[src/rtl/ama_riscv_mem_arb.sv]
// ama_riscv_mem_arb: grants the single memory port to the icache or dcache for one BEATS-beat line transaction.
// Define MEM_ARB_RR_EN for round-robin arbitration; the default is fixed priority with dcache over icache.
module ama_riscv_mem_arb #(
    parameter int ADDR_W = 32,
    parameter int DATA_W = 32,
    parameter int BEATS  = 4
) (
    input  logic              clk,
    input  logic              rst,
    input  logic              ic_req_valid,
    output logic              ic_req_ready,
    input  logic [ADDR_W-1:0] ic_req_addr,
    output logic              ic_rsp_valid,
    input  logic              ic_rsp_ready,
    output logic [DATA_W-1:0] ic_rsp_data,
    input  logic              dc_req_valid,
    output logic              dc_req_ready,
    input  logic [ADDR_W-1:0] dc_req_addr,
    input  logic              dc_req_we,
    input  logic              dc_wdata_valid,
    output logic              dc_wdata_ready,
    input  logic [DATA_W-1:0] dc_wdata,
    output logic              dc_rsp_valid,
    input  logic              dc_rsp_ready,
    output logic [DATA_W-1:0] dc_rsp_data,
    output logic              mem_req_valid,
    input  logic              mem_req_ready,
    output logic [ADDR_W-1:0] mem_req_addr,
    output logic              mem_req_we,
    output logic              mem_wdata_valid,
    input  logic              mem_wdata_ready,
    output logic [DATA_W-1:0] mem_wdata,
    input  logic              mem_rsp_valid,
    output logic              mem_rsp_ready,
    input  logic [DATA_W-1:0] mem_rsp_data,
    output logic              err_stray
);
    localparam int CW = $clog2(BEATS);
    localparam logic [1:0] IDLE = 2'd0, REQ = 2'd1, RD = 2'd2, WR = 2'd3;

    logic [1:0]        state_q, state_d;
    logic              own_q, own_d;
    logic [ADDR_W-1:0] addr_q, addr_d;
    logic              we_q, we_d;
    logic [CW-1:0]     cnt_q, cnt_d;
    logic              err_q, err_d;
    logic              win, rd, wr, beat, last;

    // own_q / win: 1 = dcache, 0 = icache
`ifdef MEM_ARB_RR_EN
    logic last_q, last_d;
    assign win = (ic_req_valid && dc_req_valid) ? !last_q : dc_req_valid;
`else
    assign win = dc_req_valid;
`endif

    assign rd              = state_q == RD;
    assign wr              = state_q == WR;
    assign mem_req_valid   = state_q == REQ;
    assign mem_req_addr    = addr_q;
    assign mem_req_we      = we_q;
    assign ic_req_ready    = mem_req_valid && !own_q && mem_req_ready;
    assign dc_req_ready    = mem_req_valid && own_q && mem_req_ready;
    assign ic_rsp_valid    = rd && !own_q && mem_rsp_valid;
    assign dc_rsp_valid    = rd && own_q && mem_rsp_valid;
    assign mem_rsp_ready   = rd && (own_q ? dc_rsp_ready : ic_rsp_ready);
    assign ic_rsp_data     = mem_rsp_data;
    assign dc_rsp_data     = mem_rsp_data;
    assign mem_wdata_valid = wr && dc_wdata_valid;
    assign dc_wdata_ready  = wr && mem_wdata_ready;
    assign mem_wdata       = dc_wdata;
    assign err_stray       = err_q;
    assign beat            = (rd && mem_rsp_valid && mem_rsp_ready) || (mem_wdata_valid && mem_wdata_ready);
    assign last            = beat && cnt_q == CW'(BEATS - 1);

    always_comb begin
        state_d = state_q;
        own_d   = own_q;
        addr_d  = addr_q;
        we_d    = we_q;
        cnt_d   = beat ? cnt_q + CW'(1) : cnt_q;
        err_d   = err_q || (mem_rsp_valid && !rd);
`ifdef MEM_ARB_RR_EN
        last_d  = last_q;
`endif
        if (state_q == IDLE && (ic_req_valid || dc_req_valid)) begin
            state_d = REQ;
            own_d   = win;
            addr_d  = win ? dc_req_addr : ic_req_addr;
            we_d    = win && dc_req_we;
`ifdef MEM_ARB_RR_EN
            last_d  = win;
`endif
        end
        if (mem_req_valid && mem_req_ready) state_d = we_q ? WR : RD;
        if (last) state_d = IDLE;
    end

    always_ff @(posedge clk or posedge rst) begin
        if (rst) begin
            state_q <= IDLE;
            own_q   <= 1'b0;
            addr_q  <= '0;
            we_q    <= 1'b0;
            cnt_q   <= '0;
            err_q   <= 1'b0;
        end else begin
            state_q <= state_d;
            own_q   <= own_d;
            addr_q  <= addr_d;
            we_q    <= we_d;
            cnt_q   <= cnt_d;
            err_q   <= err_d;
        end
    end

`ifdef MEM_ARB_RR_EN
    always_ff @(posedge clk or posedge rst) begin
        if (rst) last_q <= 1'b0;
        else     last_q <= last_d;
    end
`endif
endmodule
[config.mk]
export PLATFORM = sky130hd
export DESIGN_NAME = ama_riscv_mem_arb
export DESIGN_NICKNAME = d
export VERILOG_FILES = /design/src/rtl/ama_riscv_mem_arb.sv
export SDC_FILE = /design/constraint.sdc
export NUM_CORES = 1
export LEC_CHECK = 0
export BUFFER_PORTS_ARGS = -buffer_cell sky130_fd_sc_hd__buf_2
export CAP_MARGIN = 10
export CORE_AREA = 2 2 107 109
export DETAILED_ROUTE_END_ITERATION = 7
export DIE_AREA = 0 0 109 111
export HOLD_SLACK_MARGIN = 0.02
export SLEW_MARGIN = 25
export SYNTH_ARGS = -nofsm -noshare
export SYNTH_HDL_FRONTEND = slang
export SYNTH_SLANG_ARGS = --single-unit
[constraint.sdc]
create_clock -name clk -period 2.59 [get_ports clk]
set_input_delay 0.259 -clock clk [delete_from_list [all_inputs] [get_ports clk]]
set_output_delay 0.259 -clock clk [all_outputs]
set_load 0.01 [all_outputs]
* After elaboration in Yosys (flattened, before gate mapping)
Index checks and enable logic that the tools add are counted.
** Word-level totals
- Bits in registers :: 39
- Output and inout bits :: 138
- Logic and storage cells :: 43
- Bits of input ports :: 139
** Cells by class
- Equal/unequal tests :: 4
- Reduce and logical (&&, ||, !) cells :: 26
- Muxes and demuxes :: 6
- Add/subtract/negate cells :: 1
** Operators by type and width (number)
- 2-to-1 mux 32 bit :: 1
- logical AND 1 bit :: 19
- == test 2 bit, second input constant :: 3
- 2-to-1 mux 2 bit :: 3
- logical OR 1 bit :: 3
- nonzero test 3 bit :: 1
- adder 2 x 1 -> 2 bit, second input constant :: 1
- == test 2 x 1 -> 1 bit, second input constant :: 1
- zero test 1 bit :: 2
- zero test 2 bit :: 1
- 2-to-1 mux 1 bit :: 2

* Longest topological paths before layout
Gate-level depths: netlist of run 1.
- Depth in word-level cells :: 6
- Gate-level depth with buffers :: 5
- Gate-level depth less buffers :: 3

* Worst setup path after synthesis of run 1
Ideal clock, no wire load.
- Path kind :: register to register
- Start :: register state_q[1]
- End :: register addr_q[12] (netlist: mem_req_addr[12])
- Arrival time :: 1.247 ns
- Setup time :: 0.125 ns
- Period minus slack after synthesis :: 1.372 ns
- Cell stages (with the launch flop) :: 6
- Buffers on the path :: 2
- Data required time :: 2.465 ns
- Path slack :: 1.218 ns
- Cell sequence :: dfrtp_1 > nor2_2 > o21a_1 > buf_6 > buf_12 > mux2_4
** Between the ends
- Cells in the longest elaborated chain, start to end :: 2
** RTL lines
- start: declaration :: RTL line 41 : logic [1:0] state_q, state_d;
- start signal: assignment :: RTL line 108 : state_q <= state_d;
- zero test 2 bit :: RTL line 86 : if (state_q == IDLE && (ic_req_valid || dc_req_valid)) begin
- logical AND 1 bit :: RTL line 86
- end signal: assignment :: RTL line 110 : addr_q <= addr_d;
- end: declaration :: RTL line 43 : logic [ADDR_W-1:0] addr_q, addr_d;
No other way between the ends.
A chain may end at the register's enable or synchronous reset.

* Worst setup path after layout of run 1
- Start :: register state_q[1]
- End :: register addr_q[1] (netlist: mem_req_addr[1])
The elaborated chain is that of the path after synthesis.

==> results by group, run 1 <==
Global route
  – Number of global-route vias before repair: 1749
  – GRT Resource Usage Total: 10.6%
  – GRT Residual Overflow: 0
  – Pin count of the biggest net entering global routing: 40
  – Initial antenna violation count: 0
  – First-pass GRT wire length: 9690 um

Finish
  – Number of antenna diodes: 0
  – FF/Latch Area: 976 um2
  – Multi-input gate area: 1020 um2
  – # nets final: 399
  – Proportion of layout cells with a drive suffix above 1: 76.9%
  – Syn-to-layout area delta: 4.03%
  – Final-layout fill cell count: 1184

Clock network
  – Postcts setup bufs: 0
  – Cts bufs inserted: 5
  – Max Buffers Root-to-Sink: 2
  – Root Driver: clkbuf_16
  – PostCTS Resize Cnt: 0
  – Post-CTS Hold Fix Bufs: 0
  – # clock sinks: 39
  – Htree depth: 2
  – Worst skew pair latency: 0.28 ns
  – Clock transition at the registers of the reported paths: 0.06 ns
  – CTS tree: done

Detailed routing
  – Drt via density: between 4 and 5
  – Routed Wire Length: 6590 um
  – Antenna viol nets, final: 0
  – First-pass DRT Iterations: 2
  – DRT iter0 DRCs: 53
  – DR vias: 1666
  – DRC viols: 0
  – Post-DR wirelength/cell: 16.4 um

Die
  – Die width: between 100 and 150 um
  – # rows: 39
  – Initial Util: between 20% and 30%
  – Die area: 12100 um2
  – Die H: approximately 110 um
  – I/O pin count: 277
  – Core region area: 11100 um2

Logic synthesis
  – Share of the synthesized area in the top cell type: 34.5%
  – Main synth FF type: dfrtp_1
  – Synth unique cells: 26
  – Synth area leader: dfrtp_1
  – Most frequent cell after synthesis: buf_4
  – Gate Count Post-Synth: 237
  – EDFF count, synth: 0
  – Synth Warn #: 0
  – Synth top area cells: dfrtp_1 35%, buf_4 26%, mux2_2 15%, mux2_4 15%, buf_12 2.1%
  – Ys async rst share: 100%
  – Top post-synthesis cells by count: 97 x buf_4, 39 x dfrtp_1, 38 x mux2_2
  – Seq cells post-synth: 39
  – Syn nets: 377
  – Sequential area share after synthesis: 34.5%
  – Mapped cell area: 2830 um2
  – Syn avg cell area: 11.9 um2

Critical path
  – R2R depth: 4
  – Worst Path Arrival: 1.81 ns
  – Critical path class: register to register
  – Critical Path End Type: register
  – Startpoint types: register
  – Required @ worst endpoint: 2.76 ns
  – Worst-path fanout max: 20

Timing
  – Final min period: 1.64 ns
  – Clk_skew: 0.00359 ns
  – Post-route setup TNS: 0 ns
  – Hold slack: about 0.16 ns
  – Final Cycle Share: a little over three fifths
  – Final Hold Fails: 0
  – RSZ-0062 raised after global routing: no
  – Max Freq: 0.611 GHz
  – Relative slew slack: 42.0%
  – # setup viols final: 0
  – Slew @ Worst Pin: 0.869 ns
  – Final-report max-slew violation count: 0

Power
  – Leak: 0.00145 uW
  – Peak supply drop: 0.331 mV
  – PD cells: roughly 1000 nW/um2

Place
  – DP HPWL: approximately 5300 um
  – Port Buf Inserts: 116
  – Routability cong.: 0.689

Job
  – Max cap viols: 0

Hold path
  – Hold crit path type: input port to async pin

Run status
  – Status: complete, no violations
-- final timing paths --
kind / start / end / slack, ns
min: rst / mem_req_addr[12] / 0.16
max: state_q[1] / mem_req_addr[1] / 0.95
max reg2reg: state_q[1] / mem_req_addr[1] / 0.95
max in group asynchronous: rst / state_q[1] / 1.89
min in group clk: mem_rsp_valid / err_stray / 0.19
min reg2reg: err_stray / err_stray / 0.46
-- registers in the layout, summed over array words and instances (netlist names) --
name,flops
mem_req_addr,32
cnt_q,2
state_q,2
err_stray,1
mem_req_we,1
own_q,1
-- layout by cell type (no fill, tap or decap) --
master     Yosys  routed
clkinv_4       0       1
and2b_2        1       1
clkbuf_16      0       5
inv_2          0       1
ha_1           1       1
nor2_2         1       1
o21a_2         0       1
clkbuf_1       0       1
o31a_2         1       1
nor2_1         5       5
mux2i_1        1       1
inv_1          4       3
nand2_1        1       1
xor2_1         1       1
dfrtp_1       39      39
a2bb2oi_1      1       1
buf_2          2     116
nand3_1        1       1
a21oi_1        2       2
mux2_4        28      28
or2b_1         1       1
nand3b_1       1       1
o21ai_0        1       1
a21o_1         1       1
mux2_2        38      38
o2bb2ai_2      1       1
and3_2         2       2
buf_4         97       3
clkbuf_8       0       1
-- where the power goes --
group          switching (uW)  total [uW]  internal, uW  leakage [uW]
clock                     253         638           386     0.0000741
combinational             518        1290           771      0.000921
sequential                200        1120           917      0.000459
total                     970        3040          2070       0.00145
-- final cells by class --
type,count,share of cell area (%)
tap,143,6.08
multi-input combinational,90,34.6
clock inverter,1,0.298
inverter,4,0.510
timing repair buffer,119,20.5
clock buffer,7,4.85
sequential,39,33.2
-- per-layer routing --
layer	vias to the layer above	part of all wire (%)	GRT usage, %
met5	-	0	0
met1	779	31	9.68
li1	732	-	-
met2	141	52	19.2
met3	14	15	6.23
met4	0	1.7	3.33
-- cell families after synthesis --
kind of cell / after synthesis / share of synthesized area [%]
AND/OR/NAND/NOR: 13 / 2.57
adder cells (fa/ha/maj): 1 / 0.442
AO/OA/AOI/OAI: 8 / 2.26
buffers and inverters: 108 / 29.6
multiplexers: 67 / 30.4
XOR/XNOR: 1 / 0.310
flip-flops: 39 / 34.5
-- worst max-delay path: stages (launching register included) --
cell and delay [ns]:
dfrtp_1 0.46, nor2_2 0.17, o21a_2 0.16, buf_4 0.33
mux2_2 0.38
-- per-stage QoR --
stage                     power (uW)  setup slack, ns  cell area, um2  util [%]  std cells
final                           3040            0.954            2940      26.6        403
after global routing            3260            0.853            2940      26.6        403
after CTS                       3100            0.941            2940      26.6        403
after detailed placement        2430            0.861            2790      25.2        395
after global placement          2400            0.873            2790      25.2        395
after floorplan                 2160             1.22            2830         -        237
(Power assumes the default switching activity.)
==> run 2, diff against run 1 <==
Settings changed: CORE_AREA 2 2 107 109 to 2 2 108 110, DIE_AREA 0 0 109 111 to 0 0 110 112.
Clock period 2.59 ns to 1.65 ns, I/O delays scaled along.
==> run 2 against run 1 <==
Sequential share of layout area decreased by 0.85 points. Cell count increased by 1.2%. Combinational power increased by 66%. Critical endpoint is now ic_req_ready. First-iteration DRC count decreased by 19%. Highest routed layer unchanged. Largest power group unchanged. Flip-flop and latch count unchanged. Core utilization increased by 0.46 points. Clock power increased by 49%. Power increased by 59%. Largest cell class unchanged. Via count increased by 0.30%.
==> results by group, run 2 (synthesis gave the netlist of run 1 again) <==
Finish
  – Max reg flops: 32
  – Proportion of layout cells with a drive suffix above 1: 77.4%
  – Final core utilization: 27.0%
  – Finished Layout Cells: 408
  – Syn-to-layout area delta: 6.77%
  – Final-layout fill cell count: between 1000 and 1500
  – # nets final: 405
  – Commonest non-fill, non-tap cell in the layout: buf_2
  – Most frequent cells in the layout: 116 x buf_2, 39 x dfrtp_1, 38 x mux2_2
  – Number of antenna diodes: 0

Detailed routing
  – Routed Wire Length: around 7100 um
  – Antenna viol nets, final: 0
  – DRT iter0 DRCs: 43
  – Drt via density: 4.10
  – DR vias: 1671
  – Post-DR wirelength/cell: approximately 17 um
  – DRC viols: 0
  – First-pass DRT Iterations: 2

Timing
  – Final Hold Fails: 0
  – Hold slack: 0.120 ns
  – Final-report max-slew violation count: 0
  – Final min period: 1.51 ns
  – Relative slew slack: 74.0%
  – Post-route setup TNS: 0 ns
  – Clk_skew: 0.00566 ns
  – Final Cycle Share: 91.3%
  – RSZ-0062 raised after global routing: no
  – # setup viols final: 0
  – Max Freq: 0.664 GHz
  – Slew @ Worst Pin: around 0.4 ns

Hold path
  – HP Start: mem_rsp_valid
  – Hold crit path type: input port to register
  – Hold endpoint: err_stray
  – Hold depth: 2

Critical path
  – Worst Path Arrival: 1.34 ns
  – Slowest library cell on the worst path: dfrtp_1
  – Required @ worst endpoint: 1.48 ns
  – R2R Path End: mem_req_addr[30]
  – Critical Path End Type: output pin
  – Reg2Reg Launch Point: state_q[0]
  – Critical Path, Cell by Cell: buf_4 -> and2b_2 -> nand2_1 -> nor2_1 -> buf_2
  – R2R depth: 4
  – Reg2Reg Setup Slack: 0.22 ns
  – Critical path class: register to output pin
  – Max incr delay on CP: between 0.3 and 0.4 ns
  – Worst-path fanout max: 7
  – Startpoint types: register

Power
  – Leak: 0.00149 uW
  – Peak supply drop: 0.587 mV
  – PD cells: 1600 nW/um2

Global route
  – First-pass GRT wire length: 10000 um
  – Pin count of the biggest net entering global routing: 20
  – GRT Residual Overflow: 0
  – Number of global-route vias before repair: 1813
  – Initial antenna violation count: 0
  – GRT Resource Usage Total: 11.0%

Run status
  – Status: complete, no violations

Clock network
  – Root Driver: clkbuf_16
  – CTS tree: done
  – PostCTS Resize Cnt: 0
  – Clock transition at the registers of the reported paths: roughly 0.060 ns
  – Cts bufs inserted: 5
  – # clock sinks: 39
  – Htree depth: 2
  – Worst skew pair latency: 0.28 ns
  – Max Buffers Root-to-Sink: 2

Place
  – Routability cong.: 0.746
  – DP HPWL: 5930 um
  – Port Buf Inserts: 116
  – Inst Count DP: 400

Die
  – # rows: 39
  – Initial Util: 25.3%
  – Die area: between 10000 and 15000 um2
  – Core region area: 11200 um2
  – Die width: 110 um
  – Die H: 112 um
  – I/O pin count: 277

Job
  – Max cap viols: 0
[run 2: cell count changes in the layout (fill, tap and decap cells not counted), sizes merged]
cell / before / now
buf: 119 / 124
clkbuf: 7 / 6
dlygate4sd3: 0 / 1
[run 2: worst max-delay path, delay by kind of cell, from the launching register on]
kind | cells | cell delay, ns
AND/OR/NAND/NOR | 3 | 0.39
flip-flops | 1 | 0.38
buffers and inverters | 2 | 0.30
[run 2: area by class of cell]
type,instances,area [um2],area share (%)
clock buffer,6,139,4.60
sequential,39,976,32.3
inverter,4,15.0,0.497
timing repair buffer,125,688,22.8
tap,143,179,5.93
clock inverter,1,5.00,0.166
multi-input combinational,90,1020,33.7
[run 2: how the worst max path moves through the flow]
| stage | start | to |
|---|---|---|
| after global routing | state_q[1] | dc_req_ready |
| after floorplan | state_q[1] | mem_req_addr[12] |
| final | state_q[1] | ic_req_ready |
| after detailed placement | state_q[0] | mem_req_addr[1] |
| after global placement | state_q[0] | mem_req_addr[30] |
| after CTS | state_q[1] | ic_req_ready |
[run 2: per-layer routing]
metal / vias up / routed length (um) / GRT usage [%]
met4: 0 / 43 / 2.19
met2: 151 / 3870 / 20.9
met3: 8 / 987 / 5.50
met1: 768 / 2210 / 10.2
li1: 744 / - / -
met5: - / 0 / 0
[run 2: power by group]
group | total, uW | switching [uW] | internal (uW)
sequential | 1740 | 302 | 1440
clock | 951 | 361 | 590
combinational | 2140 | 866 | 1280
total | 4830 | 1530 | 3310
[run 2: timing repair]
item,in CTS,in global routing
setup endpoints to repair,0,0
buffers inserted,0,0
hold buffers,1,0
hold endpoints to repair,16,0
[run 2: through the flow]
stage	instance area (um2)	setup slack, ns	total power, uW
global placement	2870	0.244	3870
global route	3020	0.0620	5160
finish	3020	0.144	4830
floorplan	2830	0.278	3390
detailed placement	2870	0.211	3920
CTS	3020	0.133	4940
